### src/rtl/ushift_pkg.sv
// Shared types for the universal shift register: operation encodings, sequencer states
// and a helper that picks out the repeatable (shift/rotate) operations.
package ushift_pkg;

  typedef enum logic [2:0] {
    OpHold = 3'b000,
    OpShr  = 3'b001,
    OpShl  = 3'b010,
    OpLoad = 3'b011,
    OpRor  = 3'b100,
    OpRol  = 3'b101,
    OpAsr  = 3'b110,
    OpClr  = 3'b111
  } op_e;

  typedef enum logic {
    IDLE = 1'b0,
    RUN  = 1'b1
  } state_e;

  // Only these ops honour the burst amount; hold/load/clear run exactly once.
  function automatic logic is_shift(input op_e op);
    return (op == OpShr) || (op == OpShl) || (op == OpRor) || (op == OpRol) || (op == OpAsr);
  endfunction

endpackage

### src/rtl/ushift_ctrl.sv
// Burst sequencer: decides per cycle whether an op is applied and which one,
// tracks the remaining repeat count and produces busy/done.
module ushift_ctrl
  import ushift_pkg::*;
#(
  parameter int unsigned CNT_W = 4
) (
  input  logic             clk,
  input  logic             CLRb,
  input  op_e              op,
  input  logic             en,
  input  logic             start,
  input  logic [CNT_W-1:0] amt,
  output logic             apply,
  output op_e              cur_op,
  output logic             busy,
  output logic             done
);

  state_e           state_q, state_d;
  logic [CNT_W-1:0] rem_q, rem_d;
  op_e              op_q, op_d;
  logic             done_q, done_d;

  always_ff @(posedge clk or negedge CLRb) begin
    if (!CLRb) begin
      state_q <= IDLE;
      rem_q   <= '0;
      op_q    <= OpHold;
      done_q  <= 1'b0;
    end else begin
      state_q <= state_d;
      rem_q   <= rem_d;
      op_q    <= op_d;
      done_q  <= done_d;
    end
  end

  always_comb begin
    state_d = state_q;
    rem_d   = rem_q;
    op_d    = op_q;
    done_d  = 1'b0;
    apply   = 1'b0;
    cur_op  = op_q;
    case (state_q)
      IDLE: begin
        if (start) begin
          op_d   = op;
          cur_op = op;
          if (is_shift(op)) begin
            // amt = 0 leaves Q untouched but still completes the burst.
            if (amt != '0) begin
              apply = 1'b1;
              rem_d = amt - CNT_W'(1);
              if (amt != CNT_W'(1)) begin
                state_d = RUN;
              end else begin
                done_d = 1'b1;
              end
            end else begin
              done_d = 1'b1;
            end
          end else begin
            apply  = 1'b1;
            done_d = 1'b1;
          end
        end else if (en) begin
          apply  = 1'b1;
          cur_op = op;
        end
      end
      RUN: begin
        apply = 1'b1;
        rem_d = rem_q - CNT_W'(1);
        if (rem_q == CNT_W'(1)) begin
          state_d = IDLE;
          done_d  = 1'b1;
        end
      end
      default: state_d = IDLE;
    endcase
  end

  assign busy = (state_q == RUN);
  assign done = done_q;

endmodule

### src/rtl/ushift_reg_n.sv
// Parametrised universal shift register: WIDTH-bit datapath with load/shift/rotate/ASR/clear,
// sequenced by ushift_ctrl for single ops and repeated bursts.
module ushift_reg_n
  import ushift_pkg::*;
#(
  parameter int unsigned WIDTH = 8,
  parameter int unsigned CNT_W = $clog2(WIDTH + 1)
) (
  input  logic             clk,
  input  logic             CLRb,
  input  logic [2:0]       op,
  input  logic             en,
  input  logic             start,
  input  logic [CNT_W-1:0] amt,
  input  logic [WIDTH-1:0] D,
  input  logic             LSD,
  input  logic             RSD,
  output logic [WIDTH-1:0] Q,
  output logic             SOL,
  output logic             SOR,
  output logic             busy,
  output logic             done
);

  logic             apply;
  op_e              cur_op;
  logic [WIDTH-1:0] q_q, q_d;

  ushift_ctrl #(
    .CNT_W(CNT_W)
  ) u_ctrl (
    .clk   (clk),
    .CLRb  (CLRb),
    .op    (op_e'(op)),
    .en    (en),
    .start (start),
    .amt   (amt),
    .apply (apply),
    .cur_op(cur_op),
    .busy  (busy),
    .done  (done)
  );

  always_ff @(posedge clk or negedge CLRb) begin
    if (!CLRb) begin
      q_q <= '0;
    end else begin
      q_q <= q_d;
    end
  end

  // Serial inputs are taken live, so a burst of shifts streams LSD/RSD in.
  always_comb begin
    q_d = q_q;
    if (apply) begin
      case (cur_op)
        OpHold: q_d = q_q;
        OpShr:  q_d = {RSD, q_q[WIDTH-1:1]};
        OpShl:  q_d = {q_q[WIDTH-2:0], LSD};
        OpLoad: q_d = D;
        OpRor:  q_d = {q_q[0], q_q[WIDTH-1:1]};
        OpRol:  q_d = {q_q[WIDTH-2:0], q_q[WIDTH-1]};
        OpAsr:  q_d = {q_q[WIDTH-1], q_q[WIDTH-1:1]};
        OpClr:  q_d = '0;
        default: q_d = q_q;
      endcase
    end
  end

  assign Q   = q_q;
  assign SOL = q_q[WIDTH-1];
  assign SOR = q_q[0];

endmodule

### config.mk
export PLATFORM = sky130hd
export DESIGN_NAME = ushift_reg_n
export DESIGN_NICKNAME = d
export VERILOG_FILES = /design/src/rtl/ushift_pkg.sv /design/src/rtl/ushift_ctrl.sv /design/src/rtl/ushift_reg_n.sv
export SDC_FILE = /design/constraint.sdc
export NUM_CORES = 1
export LEC_CHECK = 0
export CAP_MARGIN = 20
export CELL_PAD_IN_SITES_DETAIL_PLACEMENT = 1
export CELL_PAD_IN_SITES_GLOBAL_PLACEMENT = 2
export CORE_MARGIN = 8
export CORE_UTILIZATION = 32
export DETAILED_ROUTE_END_ITERATION = 6
export MAX_ROUTING_LAYER = met4
export PLACE_DENSITY_LB_ADDON = 0.1
export SLEW_MARGIN = 40
export SYNTH_ARGS = -nofsm -noshare
export SYNTH_HDL_FRONTEND = slang
export SYNTH_HIERARCHICAL = 1
export SYNTH_SLANG_ARGS = --single-unit
### constraint.sdc
create_clock -name clk -period 5.6 [get_ports clk]
set_input_delay 1.12 -clock clk [delete_from_list [all_inputs] [get_ports clk]]
set_output_delay 1.12 -clock clk [all_outputs]
set_load 0.05 [all_outputs]
## After elaboration in Yosys (flattened, before gate mapping)

Cells that the tools add are included.

- Word-level logic and storage cells: 63
- Register bits: 17
- Input port bits: 21
- Output and inout port bits: 12

- Equal/unequal tests: 17
- Bitwise operators: 3
- $add $sub $neg: 2
- Reductions and logical operators: 10
- Muxes and demuxes: 25

Operators with widths:

| operator | count |
|---|---|
| $pmux 8 s7 | 1 |
| $eq 3x3->1 const B | 7 |
| $mux 1 | 14 |
| $mux 4 | 3 |
| $eq 3x2->1 const B | 3 |
| $mux 3 | 3 |
| $pmux 4 s2 | 1 |
| $sub 4x1->4 const B | 2 |
| $eq 3x1->1 const B | 2 |
| $pmux 1 s2 | 3 |
| $reduce_and 3->1 | 2 |
| $eq 4x1->1 const B | 1 |
| $logic_or 1x1->1 | 4 |
| $ne 2x1->1 const B | 2 |
| $ne 4x1->1 const B | 1 |
| $reduce_and 2->1 | 2 |
| $reduce_bool 4->1 | 1 |
| $logic_not 3->1 | 1 |
| $not 1->1 | 3 |
| $ne 2x2->1 const B | 1 |

## Longest topological paths before layout

Gate-level depths: netlist of the first run.

- Word-level depth: 9
- Gate-level depth with buffers: 9
- Mapped depth without buffers: 8

## By module

The synthesis of the first run kept the hierarchy.

Modules (own cells, without submodules):

| module | instances | area each (um2) | sequential area each (um2) | cells each |
|---|---|---|---|---|
| ushift_reg_n | 1 | 715.7 | 200.2 | 81 |
| ushift_ctrl | 1 | 628.1 | 225.2 | 63 |

## Worst setup path after synthesis of the first run

Ideal clock, no wire load.

- Path kind: input -> register
- From: input en
- To: register q_q[6], in the netlist Q[6]
- Setup slack: 2,947 ps
- Setup time: 127 ps
- Stages: 8
- Arrival time: 2,526 ps
- Data required time: 5,473 ps
- Path buffers: 2
- Path through: o21bai_1 > mux2_2 > buf_6 > nor2b_4 > buf_6 > a22o_1 > a211oi_1 > a21oi_1

- Longest elaborated chain between the ends: 6
- Elaborated cells between the ends (all ways): 17
- Those cells by class: 7 x eq/ne; 7 x mux; 1 x bitwise; 2 x reduce/logical

RTL lines:

| what | RTL line | text |
|---|---|---|
| from (decl) | ushift_reg_n.sv:12 | `input logic en,` |
| $mux 3 (*) | ushift_ctrl.sv:68 | `end else if (en) begin` |
| $mux 3 (*) | ushift_ctrl.sv:48 | `if (start) begin` |
| $mux 3 (*) | ushift_ctrl.sv:46 | `case (state_q)` |
| via cur_op[0] | ushift_reg_n.sv:26 | `op_e cur_op;` |
| parallel branches: the longest is 3 deep, another holds $pmux 8 s7 | n/a |  |
| to (signal assigned) | ushift_reg_n.sv:48 | `q_q <= q_d;` |
| to (decl) | ushift_reg_n.sv:27 | `logic [WIDTH-1:0] q_q, q_d;` |

Mark *: on every way through the listed nets, which the timed path passes.
A chain may end at the register's enable or synchronous reset.

## Worst setup path in the final report of the first run

- From: input start
- To: register q_q[2], in the netlist Q[2]

- Longest elaborated chain between the ends: 5
- Elaborated cells between the ends (all ways): 15
- Those cells by class: 7 x eq/ne; 5 x mux; 1 x bitwise; 2 x reduce/logical

RTL lines:

| what | RTL line | text |
|---|---|---|
| from (decl) | ushift_reg_n.sv:13 | `input logic start,` |
| $mux 3 (*) | ushift_ctrl.sv:48 |  |
| $mux 3 (*) | ushift_ctrl.sv:46 |  |
| via cur_op[0] | ushift_reg_n.sv:26 |  |
| parallel branches: the longest is 3 deep, another holds $pmux 8 s7 | n/a |  |

Marked as above.

==> results.md, run 1 <==
- After floorplanning, the core was sized to cover 4030 um2.
- Of the total synthesized cell area, the portion taken by full adders, half adders and majority gates is 0.0372.
- For this run, global-route usage on met3 was measured as 0.0375.
- The class of the most critical hold timing path is reg -> reg.
- Using the TritonRoute via totals, the vias-per-cell ratio works out to 5.30.
- Across all setup checks in the final design, the least slack found is 2440 ps.
- The slew at the pin closest to its max-slew limit is 546 ps.
- The worst path needs 3160 ps of the cycle, external delays included.
- The delay of the slowest cell on the worst path is 550 ps.
- For this run, the share of the core covered by cells in the final layout is 0.416.
- The post-CTS clock slew at the launch and capture registers of the worst setup and hold paths is 70 ps.
- The worst clock skew is 4.97 ps.
- In this run the number of H-tree levels came out at 1.
- The placed cell area is 1630 um2.
- The number of warnings issued by yosys is 6.
- The element type at the critical path end is a flip-flop.
- The type of origin of the critical path is a primary input.
- The power density relative to cell area is 642 nW/um2.
- The global-route total usage across every layer is 0.126.
- The number of sinks driven by the clock tree is 17.
- 33 I/O pins were placed.
- The number of global-route vias before repair is 1217.
- The synthesis-stage register bit count is 17.
- After synthesis, the netlist uses 47 different library cells.
- The clock root buffer master is clkbuf_8.
- The number of violations of the max-capacitance limit is 0.
- In this run the static leakage power is 0.700 nW.
- Hold timing on the final database bottoms out at a slack of 516 ps.
- The register-to-register path setup slack is 3240 ps.
- The post-CTS repair timing setup buffer count is 0.
- The worst vdd rail ir drop is 0.000276 V.
- Counting instances, the worst hold path has a depth of 1.
- The total standard cell area after synthesis is 1340 um2.
- In this run, CTS created clock tree buffers numbering 3.
- After synthesis, the share of cell area in mux cells is 0.126.
- The maximum clock frequency is 317 MHz.
- Post-CTS repair changed the size of 0 cells.
- For this configuration, the core starts out at a cell density of 0.334.
- TritonCTS built the clock tree.
- The initial antenna violation count is 0.
- In the routed design, unresolved DRC markers number 0.
- The endpoint identified for the worst register-to-register timing path is Q[2]$_DFFE_PN0P_.
- The cell at the slowest stage of the critical path is mux2_2.
- The number of instances in the synthesized netlist is 144.
- Prior to clock tree synthesis, the placed netlist has a worst setup slack of 2160 ps.
- The total overflow left after global routing is 0.
- The number of input and output port buffers inserted is 32.
- The number of setup violations in the final report is 0.
- Measured against its own limit, the worst slew margin works out to 0.636.
- The number of cells on the worst reg-to-reg path is 6.
- The flow ran to the end, and the final reports show no timing, DRC or antenna violations.
- For this block, the routed nets add up to 3810 um of wire.
- Summed over all failing endpoints, the final setup total negative slack is 0 ps.
- Counting instances in the post-synthesis netlist gives the leading cell types as dfrtp_1 (17), nand2_1 (14), inv_1 (9), mux2i_1 (9), nor2_1 (8).
- The critical path in this run is classified as in -> reg.
- The growth of design area from synthesis to finish is 24.6%.
- The max-slew violation count is 0.
- For the worst setup path, the data required time is 5720 ps.
- Dividing the final minimum period by the clock period gives 0.564.
- Setup repair after global routing left no endpoint under its margin.
- 0 antenna diodes ended up in the layout.
- The launch point of the worst hold path is u_ctrl/op_q[1]$_DFFE_PN0P_.
- The pin count of the biggest net entering global routing is 21.
- The fraction of registers with async set or reset after synthesis is 1.00.
- The weighted congestion reported at the end of routability-driven placement is 0.754.
- The sequential cell area fraction in the yosys report is 0.317.
- The per-instance average area after synthesis is 9.33 um2.
- The met1 track demand over resource is 0.171.
- The first global-routing pass estimated 6380 um of wire.
- For this run, the leading register cell type out of synthesis is dfrtp_1.
- The floorplan step set the die height to 80.8 um.
- The number of hold-repair buffers added at the cts stage is 0.
- The half-perimeter wire length after placement is 2860 um.
- The initialized floorplan defines 23 standard-cell rows.
- The via total after detailed routing is 1161.
- The final non-filler cell area is 1670 um2.
- When the netlist entered floorplanning its net count stood at 169.
- Traced cell by cell, the critical path runs through clkdlybuf4s50_1 > o21bai_1 > mux2_2 > nor2b_4 > a221o_2 > o21ai_0 > o21ai_1.
- Of the post-synthesis cell area, the dominant cell type holds 0.317.
- The most crowded layer after global routing is met2.
- The clock insertion delay at the later pin of the skew report is 260 ps.
- In this run the critical register-to-register path is launched from u_ctrl/busy$_DFF_PN0_.
- The post-synthesis simple-gate area fraction is 0.163.
- The most area-hungry cell type in the Yosys netlist is dfrtp_1.
- The starting DRC count in detailed routing is 34.
- The largest driver fanout on the critical path is 15.
- The area enclosed by the die boundary is 6530 um2.
- Of the cells placed in the final design, the portion with a size suffix greater than 1 is 0.130.
- In the final routed layout, each cell accounts on average for 17.4 um.
- The path with the worst hold slack has its endpoint at u_ctrl/op_q[1]$_DFFE_PN0P_.
- The final layout contains 195 nets.
- The critical path data arrival time is 3270 ps.
- Counting along the longest clock path gives a buffer depth of 2.
- The antenna violation net count after detailed routing is 0.
- The xor/xnor cell area share of the yosys netlist is 0.0196.
- The global routing usage on met2 is 0.185.
- The die extent in x is 80.8 um.
- The number of iterations in the first detailed-routing pass is 4.
- By area, the combinational part of the netlist is dominated by compound AO/OA/AOI/OAI gates.
- In the post-synthesis netlist, the biggest area contributors are dfrtp_1 (32%), mux2i_1 (6.7%), mux2_2 (5.9%).
- The final hold violation count came to 0.
- In this run, synthesis inferred 0 flip-flops with an integrated enable.
- In the post-synthesis netlist, the cell with the most instances is dfrtp_1.
- The compound-gate portion of the synthesized area is 0.244.
## critical path: cells and delay by family
| family | cells | cell delay [ps] |
|---|---|---|
| AO/OA/AOI/OAI | 4 | 860 |
| buffers and inverters | 1 | 510 |
| AND/OR/NAND/NOR | 1 | 230 |
| multiplexers | 1 | 550 |
## per-layer routing
layer | share of wire | vias up
met3 | 0.054 | 2
met5 | 0 | -
met2 | 0.46 | 27
li1 | - | 573
met1 | 0.49 | 559
met4 | 0.0045 | 0
## flip-flops by register name (all words and copies together) (netlist names)
name	cells
Q	8
u_ctrl/op_q	3
u_ctrl/done	1
u_ctrl/busy	1
u_ctrl/rem_q	4
## kinds of logic (layout without fill, tap and decap cells)
kind of cell | count (synthesis) | after routing
and+or+nand+nor | 40 | 40
buffers and inverters | 20 | 45
adders and majority gates | 4 | 4
muxes | 16 | 16
AOI/OAI and AO/OA | 44 | 44
xor gates and xnor gates | 3 | 3
DFF | 17 | 17
## cells in the final DEF (no fill, tap or decap), types with 3 or more instances in the layout
| cell type | count |
|---|---|
| a211oi_1 | 5 |
| or3_1 | 3 |
| inv_1 | 9 |
| xor2_1 | 3 |
| nand3_1 | 3 |
| o21ai_0 | 6 |
| ha_1 | 4 |
| o21ai_1 | 6 |
| clkdlybuf4s50_1 | 31 |
| clkbuf_8 | 3 |
| dfrtp_1 | 17 |
| a21oi_1 | 7 |
| mux2_2 | 7 |
| mux2i_1 | 9 |
| nand2_1 | 14 |
| a22o_2 | 3 |
| nor2_1 | 8 |
## cell type report
type	instances	area [um2]
sequential	17	425
fill	462	2350
tap	50	62.6
inverter	9	33.8
timing repair buffer	32	315
clock buffer	4	45.0
multi-input combinational	107	792
## through the flow
| step | std cells | power (W) |
|---|---|---|
| 2_1_floorplan | 144 | 0.000844 |
| 3_3_place_gp | 215 | 0.000965 |
| 3_5_place_dp | 215 | 0.000986 |
| 4_1_cts | 219 | 0.00109 |
| 5_1_grt | 219 | 0.00117 |
| 6_report | 219 | 0.00107 |
## how the worst max path moves through the flow
| stage | startpoint | to | slack, ps | depth (start not counted) |
|---|---|---|---|---|
| 2_1_floorplan | en | Q[6]$_DFFE_PN0P_ | 2950 | 8 |
| 3_3_place_gp | start | Q[2]$_DFFE_PN0P_ | 2220 | 7 |
| 3_5_place_dp | start | Q[2]$_DFFE_PN0P_ | 2160 | 7 |
| 4_1_cts | start | Q[2]$_DFFE_PN0P_ | 2430 | 7 |
| 5_1_grt | start | Q[2]$_DFFE_PN0P_ | 2240 | 7 |
| 6_report | start | Q[2]$_DFFE_PN0P_ | 2440 | 7 |
## report_power, final
group          total (W)  internal, W  switching, W  leakage, nW
clock          0.0000963    0.0000506     0.0000457       0.0228
combinational   0.000707     0.000284      0.000424        0.472
sequential      0.000271     0.000187     0.0000845        0.204
(Power assumes the default switching activity.)
==> run 2, diff against run 1 <==
--- a/config.mk
+++ b/config.mk
@@ -9,7 +9,7 @@
 export CELL_PAD_IN_SITES_DETAIL_PLACEMENT = 1
 export CELL_PAD_IN_SITES_GLOBAL_PLACEMENT = 2
 export CORE_MARGIN = 8
-export CORE_UTILIZATION = 32
+export CORE_UTILIZATION = 27
 export DETAILED_ROUTE_END_ITERATION = 6
 export MAX_ROUTING_LAYER = met4
 export PLACE_DENSITY_LB_ADDON = 0.1
==> constraint.sdc (replaced) <==
create_clock -name clk -period 2.55 [get_ports clk]
set_input_delay 0.51 -clock clk [delete_from_list [all_inputs] [get_ports clk]]
set_output_delay 0.51 -clock clk [all_outputs]
set_load 0.05 [all_outputs]
==> run 2 against run 1 <==
Cell count rose by 12%. Power rose by 130%. Clock skew fell by 1.4 ps. Die area rose by 15%. Non-clock buffer count rose by 10. Clock-buffer cell count did not move. Sequential share of layout area fell by 1.5 points. Largest power group unchanged. Register-to-register slack got worse by 2700 ps. Critical path depth rose by 1. Worst setup slack got worse by 2200 ps. Core utilization fell by 4.2 points. Largest cell class unchanged.
==> results.md, run 2 (synthesized netlist as in run 1, its figures left out) <==
- The final non-filler cell area is 1780 um2 (+6.1%).
- The area enclosed by the die boundary is 7490 um2 (+15%).
- The die extent in x came to 86.5 um (+7.1%).
- The sequential group share of total power came to 0.236 (-0.016).
- The number of cells on the worst reg-to-reg path is 7 (+1).
- The buffer levels on the longest clock path came to 2 (unchanged).
- Setup repair after global routing left no endpoint under its margin.
- The average via count per standard cell was 4.89 (-7.8%).
- The tightest min-delay check is of the reg -> reg type.
- The placed cell area is 1730 um2 (+6.2%).
- The number of iterations in the first detailed-routing pass is 6 (+2).
- The total negative setup slack is 0 ps (unchanged).
- The number of filler cells placed in the layout was 560 (+21%).
- The register-to-register path setup slack is 530 ps (-2710 ps).
- The slew at the pin closest to its max-slew limit came to 506 ps (-40.2 ps).
- Timing would allow up to 441 MHz.
- The clock insertion delay at the later pin of the skew report is 250 ps (about the same).
- The category of the critical setup timing path is in -> reg.
- The global-route total usage across every layer is 0.108 (-0.0180).
- The type of origin of the critical path is a primary input.
- The via total after detailed routing is 1202 (+3.5%).
- The final antenna diode count came to 0 (unchanged).
- The total area of sequential cells was 425 um2 (unchanged).
- The number of sinks driven by the clock tree is 17 (unchanged).
- The worst slew slack as a fraction of its limit is 0.662 (+0.0258).
- The proportion of total power due to net switching is 0.502 (-0.0135).
- The critical path data arrival time is 2450 ps (-820 ps).
- The run finished with clean final reports.
- The height of the die is 86.5 um (+7.1%).
- The final net count was 205 (+5.1%).
- The worst-case setup slack after placement is 32.3 ps (-2130 ps).
- The final hold violation count is 0 (unchanged).
- The number of global-route vias before repair is 1298 (+6.7%).
- The power density relative to cell area came to 1380 nW/um2 (+120%).
- The half-perimeter wire length after placement came to 3020 um (+5.6%).
- The CTS tree is done.
- The hold-critical path depth is 1 (unchanged).
- The standard-cell row count is 25 (+8.7%).
- The startpoint of the most critical register-to-register path is u_ctrl/busy$_DFF_PN0_.
- The post-layout minimum cycle time is 2270 ps.
- The share of the clock period used by the worst path is 0.890.
- The number of hold-repair buffers added at the cts stage is 0 (unchanged).
- The number of setup violations in the final report is 0 (unchanged).
- The combinational cell fraction of total power is 0.681 (+0.023).
- The part of the power in the clock network is 0.084 (-0.006).
- The depth of the CTS H-tree is 1 (unchanged).
- The cell internal power dissipation is 0.00122 W (+140%).
- The element type at the critical path end is a flip-flop.
- The number of instances resized during post-cts repair is 0 (unchanged).
- The library cell used most frequently in the layout, excluding fill and tap cells, is clkdlybuf4s50_1.
- The average wire per cell in the routed design is 15.6 um (-10%).
- The placeable core area came to 4750 um2 (+18%).
- The worst vdd rail ir drop was 0.000500 V (+81%).
- The final routed wirelength across all metal layers is 3830 um (+0.58%).
- The share of cells above drive strength 1 came to 0.173 (+0.0430).
- The antenna violation net count after detailed routing is 0 (unchanged).
- The starting DRC count in detailed routing is 49 (+44%).
- The growth of design area from synthesis to finish is 32.1%.
- The post-CTS repair timing setup buffer count came to 0 (unchanged).
- The max-slew violation count is 0 (unchanged).
- The starting utilization of the core area is 0.283 (-0.0509).
- The global-route wire length before repair is 6360 um (-0.33%).
- The weighted congestion reported at the end of routability-driven placement is 0.702 (-6.9%).
- The worst clock skew is 3.60 ps (-1.36 ps).
- The final worst setup slack is 281 ps (-2160 ps).
- The number of input and output port buffers inserted was 32 (unchanged).
- The startpoint identified for the worst hold timing path is u_ctrl/op_q[2]$_DFFE_PN0P_.
- The number of violations of the max-capacitance limit was 0 (unchanged).
- The number of top-level pins is 33 (unchanged).
- The critical path required time is 2730 ps (-2990 ps).
- The largest driver fanout on the critical path is 6 (-9).
- The pin count of the biggest net entering global routing is 18 (-14%).
- The remaining global-route overflow came to 0 (unchanged).
- The number of design rule violations left after detail routing was 0 (unchanged).
- The area of combinational cells with multiple inputs was 792 um2 (unchanged).
- The flip-flop count of the largest register after layout is 8 (unchanged).
- The destination of the worst register-to-register timing path is Q[3]$_DFFE_PN0P_.
- The library cells used most frequently in the layout, excluding fill and tap cells, are clkdlybuf4s50_1 (32), dfrtp_1 (17), nand2_1 (14).
- The endpoint of the worst hold-timing path is u_ctrl/op_q[2]$_DFFE_PN0P_.
- The initial antenna violation count was 0 (unchanged).
- The post-CTS clock slew at the launch and capture registers of the worst setup and hold paths was 70 ps (about the same).
- The total CTS buffers was 3 (unchanged).
- The leakage power summed over all cells is 0.747 nW (+6.9%).
- The reported net switching power is 0.00123 W (+120%).
- The root buffer cell chosen for the clock tree is clkbuf_8.
[run 2: cell count changes in the layout (fill, tap and decap cells not counted)]
cell	previous run	this run
buf_2	1	0
buf_4	0	10
clkdlybuf4s50_1	31	32
[run 2: cell type report]
class,instances,share of cell area
multi-input cells,107,0.446
flip-flops and latches,17,0.240
repair buffers,42,0.223
well taps,67,0.0472
clock buffers,4,0.0254
inverters,9,0.0190
[run 2: worst max path at each step]
stage	startpoint	end	cells past startpoint
CTS	en	Q[3]$_DFFE_PN0P_	8
global placement	en	Q[6]$_DFFE_PN0P_	8
floorplan	u_ctrl/busy$_DFF_PN0_	Q[6]$_DFFE_PN0P_	8
detailed placement	en	Q[0]$_DFFE_PN0P_	5
global route	en	Q[3]$_DFFE_PN0P_	8
finish	en	Q[3]$_DFFE_PN0P_	8
[run 2: power by group through the flow]
stage,combinational (W),sequential [W],clock [W]
2_1_floorplan,0.00107,0.000785,0
5_1_grt,0.00183,0.000608,0.000224
3_3_place_gp,0.00166,0.000581,0
3_5_place_dp,0.00169,0.000586,0
4_1_cts,0.00170,0.000583,0.000213
6_report,0.00167,0.000579,0.000206
[run 2: layer usage]
metal | up-vias | GRT usage | share of wire | wire, um
met4 | 0 | 0.0329 | 0.0073 | 28
met5 | - | - | 0 | 0
met3 | 2 | 0.0208 | 0.050 | 192
met1 | 586 | 0.123 | 0.44 | 1680
li1 | 593 | - | - | -
met2 | 21 | 0.188 | 0.50 | 1930
[run 2: stage by stage]
step                hold WS (ps)   util  power (W)  std cells
global route                 541  0.373    0.00266        246
finish                       510  0.373    0.00246        246
floorplan                    214      -    0.00185        144
CTS                          513  0.373    0.00250        246
global placement             494  0.364    0.00224        242
detailed placement           496  0.364    0.00228        242
[run 2: critical path: stages]
cell and delay, ps:
clkdlybuf4s50_1 420, o21bai_1 290, mux2_2 460, buf_4 200, mux2i_1 120, a211oi_1 250, a21oi_1 80, o21ai_1 110
==> variant, RTL diff (flow settings as in run 2) <==
Change the parameter `WIDTH` from 8 to 16.
--- a/src/rtl/ushift_reg_n.sv
+++ b/src/rtl/ushift_reg_n.sv
@@ -3,7 +3,7 @@
 module ushift_reg_n
   import ushift_pkg::*;
 #(
-  parameter int unsigned WIDTH = 8,
+  parameter int unsigned WIDTH = 16,
   parameter int unsigned CNT_W = $clog2(WIDTH + 1)
 ) (
   input  logic             clk,
Ports: changed (resized D, Q and amt); port bits go from 33 to 50. The function was not compared with the original's and may differ.
==> variant against run 2 <==
  * Sequential share of layout area decreased by 0.21 points
  * Wire length increased by 60%
  * Design area increased by 54%
  * Fmax decreased by 3.6%
  * Cell count increased by 53%
  * Setup slack got worse by 84 ps
  * Total power increased by 60%
  * Combinational power increased by 63%
  * Synthesized cell count increased by 58%
  * Sequential cell count increased by 9
  * Area after synthesis increased by 49%
  * Clock power increased by 73%
  * Critical path depth unchanged
  * Largest power group unchanged
  * Highest routed layer unchanged
==> variant: results (changes against run 2) <==
<table>
<tr><th>Metric</th><th>Value</th></tr>
<tr><th colspan="2">Finish</th></tr>
<tr><td>Max FFs per register</td><td>16 (+8)</td></tr>
<tr><th colspan="2">Yosys</th></tr>
<tr><td>Multiplexer fraction of the synthesized cell area</td><td>0.1190 (-0.006695)</td></tr>
<tr><td>Fraction of the mapped netlist area in adder cells</td><td>0.02492 (-0.01232)</td></tr>
<tr><td>Post-synthesis share of cell area spent on xor and xnor gates</td><td>0.01745 (-0.002108)</td></tr>
<tr><td>Main area contributors after synthesis</td><td>sky130_fd_sc_hd__dfrtp_1 (32%), sky130_fd_sc_hd__mux2i_1 (8.0%), sky130_fd_sc_hd__a22o_1 (6.1%), sky130_fd_sc_hd__nand2_1 (4.9%), sky130_fd_sc_hd__a21oi_1 (4.2%)</td></tr>
<tr><td>Mapped Avg Cell Area</td><td>8.847 um^2 (-5.2%)</td></tr>
<tr><td>Leading post-synthesis cells by instance count</td><td>sky130_fd_sc_hd__dfrtp_1 (26), sky130_fd_sc_hd__nand2_1 (26), sky130_fd_sc_hd__nor2_1 (21)</td></tr>
<tr><td>Share of the yosys chip area belonging to registers</td><td>0.3240 (+0.007414)</td></tr>
<tr><th colspan="2">Outcome</th></tr>
<tr><td>Run status</td><td>complete, no violations</td></tr>
<tr><th colspan="2">Setup path</th></tr>
<tr><td>Arrival time reported for the critical path endpoint</td><td>2560 ps (+110 ps)</td></tr>
<tr><td>Cell family contributing the most delay on the critical path</td><td>buffers and inverters</td></tr>
<tr><th colspan="2">Power</th></tr>
<tr><td>Switching share of total power</td><td>0.5037 (+0.001877)</td></tr>
<tr><td>Clock power share</td><td>0.090 (+0.006)</td></tr>
<tr><td>Reported leakage power</td><td>0.001115 uW (+49%)</td></tr>
<tr><th colspan="2">Detailed routing</th></tr>
<tr><td>Vias per inst</td><td>5.000 (+2.3%)</td></tr>
<tr><td>Final wirelength</td><td>6.137 mm (+60%)</td></tr>
<tr><td>First-pass iteration count of the detailed router</td><td>4 (-2)</td></tr>
<tr><td>Wire length per cell</td><td>16.32 um (+4.7%)</td></tr>
<tr><th colspan="2">Place</th></tr>
<tr><td>Setup slack at placement</td><td>-243.2 ps (-275.5 ps)</td></tr>
<tr><td>Routability congestion estimate from global placement</td><td>0.7569 (+7.9%)</td></tr>
<tr><td>Cells after DPL</td><td>372 (+54%)</td></tr>
<tr><td>Post-place instance area</td><td>2663 um^2 (+54%)</td></tr>
<tr><th colspan="2">Global route</th></tr>
<tr><td>Global-route wire length before repair</td><td>10.07 mm (+58%)</td></tr>
<tr><td>Vias in the first global route</td><td>1,999 (+54%)</td></tr>
<tr><th colspan="2">Timing</th></tr>
<tr><td>Worst-case clock skew</td><td>9.453 ps (+5.849 ps)</td></tr>
<tr><th colspan="2">CTS</th></tr>
<tr><td>Post-CTS clock slew at the launch and capture registers of the worst setup and hold paths</td><td>100 ps (+30 ps)</td></tr>
</table>
-- variant: cell types whose count changed after synthesis, sizes merged, moves of 2 or more --
cell	run 2	this run
a211oi	5	14
a21oi	7	17
a221o	2	0
a22o	4	14
and3	0	2
buf	9	17
dfrtp	17	26
inv	9	6
mux2i	9	16
nand2	15	26
nor2	8	21
o21ai	12	20
-- variant: per-layer routing --
| metal | up-vias | part of all wire | wire length (um) | GRT usage |
|---|---|---|---|---|
| met4 | 0 | 0.0055 | 34 | 0.02370 |
| met1 | 927 | 0.51 | 3102 | 0.1583 |
| met2 | 25 | 0.46 | 2795 | 0.1964 |
| met5 | - | 0 | 0 | - |
| met3 | 2 | 0.033 | 205 | 0.02452 |
| li1 | 926 | - | - | - |
-- variant: through the flow --
stage	power (uW)	util	hold WS, ps
floorplan	2835	-	214.4
global placement	3584	0.3691	494.6
detailed placement	3617	0.3691	494.3
CTS	3985	0.3789	526.8
global route	4251	0.3796	551.4
finish	3944	0.3796	523.2
-- variant: final timing paths --
kind,from,to,slack (ps),cells past startpoint
setup reg to reg,u_ctrl/busy,Q[9],650,8
hold / removal,u_ctrl/op_q[0],u_ctrl/op_q[0],520,1
min in group asynchronous,CLRb,u_ctrl/done,590,2
max in group asynchronous,CLRb,u_ctrl/rem_q[2],1680,2
setup / recovery,start,Q[2],200,8
hold reg to reg,u_ctrl/op_q[0],u_ctrl/op_q[0],520,1
-- variant: layout make-up --
class                   count  area (um^2)
repair buffers             65        648.1
clock buffers               3        41.29
well taps                  99        123.9
multi-input cells         176         1222
flip-flops and latches     26        650.6
fillers                   849         4476
clock inverters             1        30.03
inverters                   6        22.52
-- variant: what timing repair did --
item                                    in CTS  in global routing
endpoints found under the setup margin       0                 14
hold buffers                                 0                  0
gates resized for setup                      0                  2
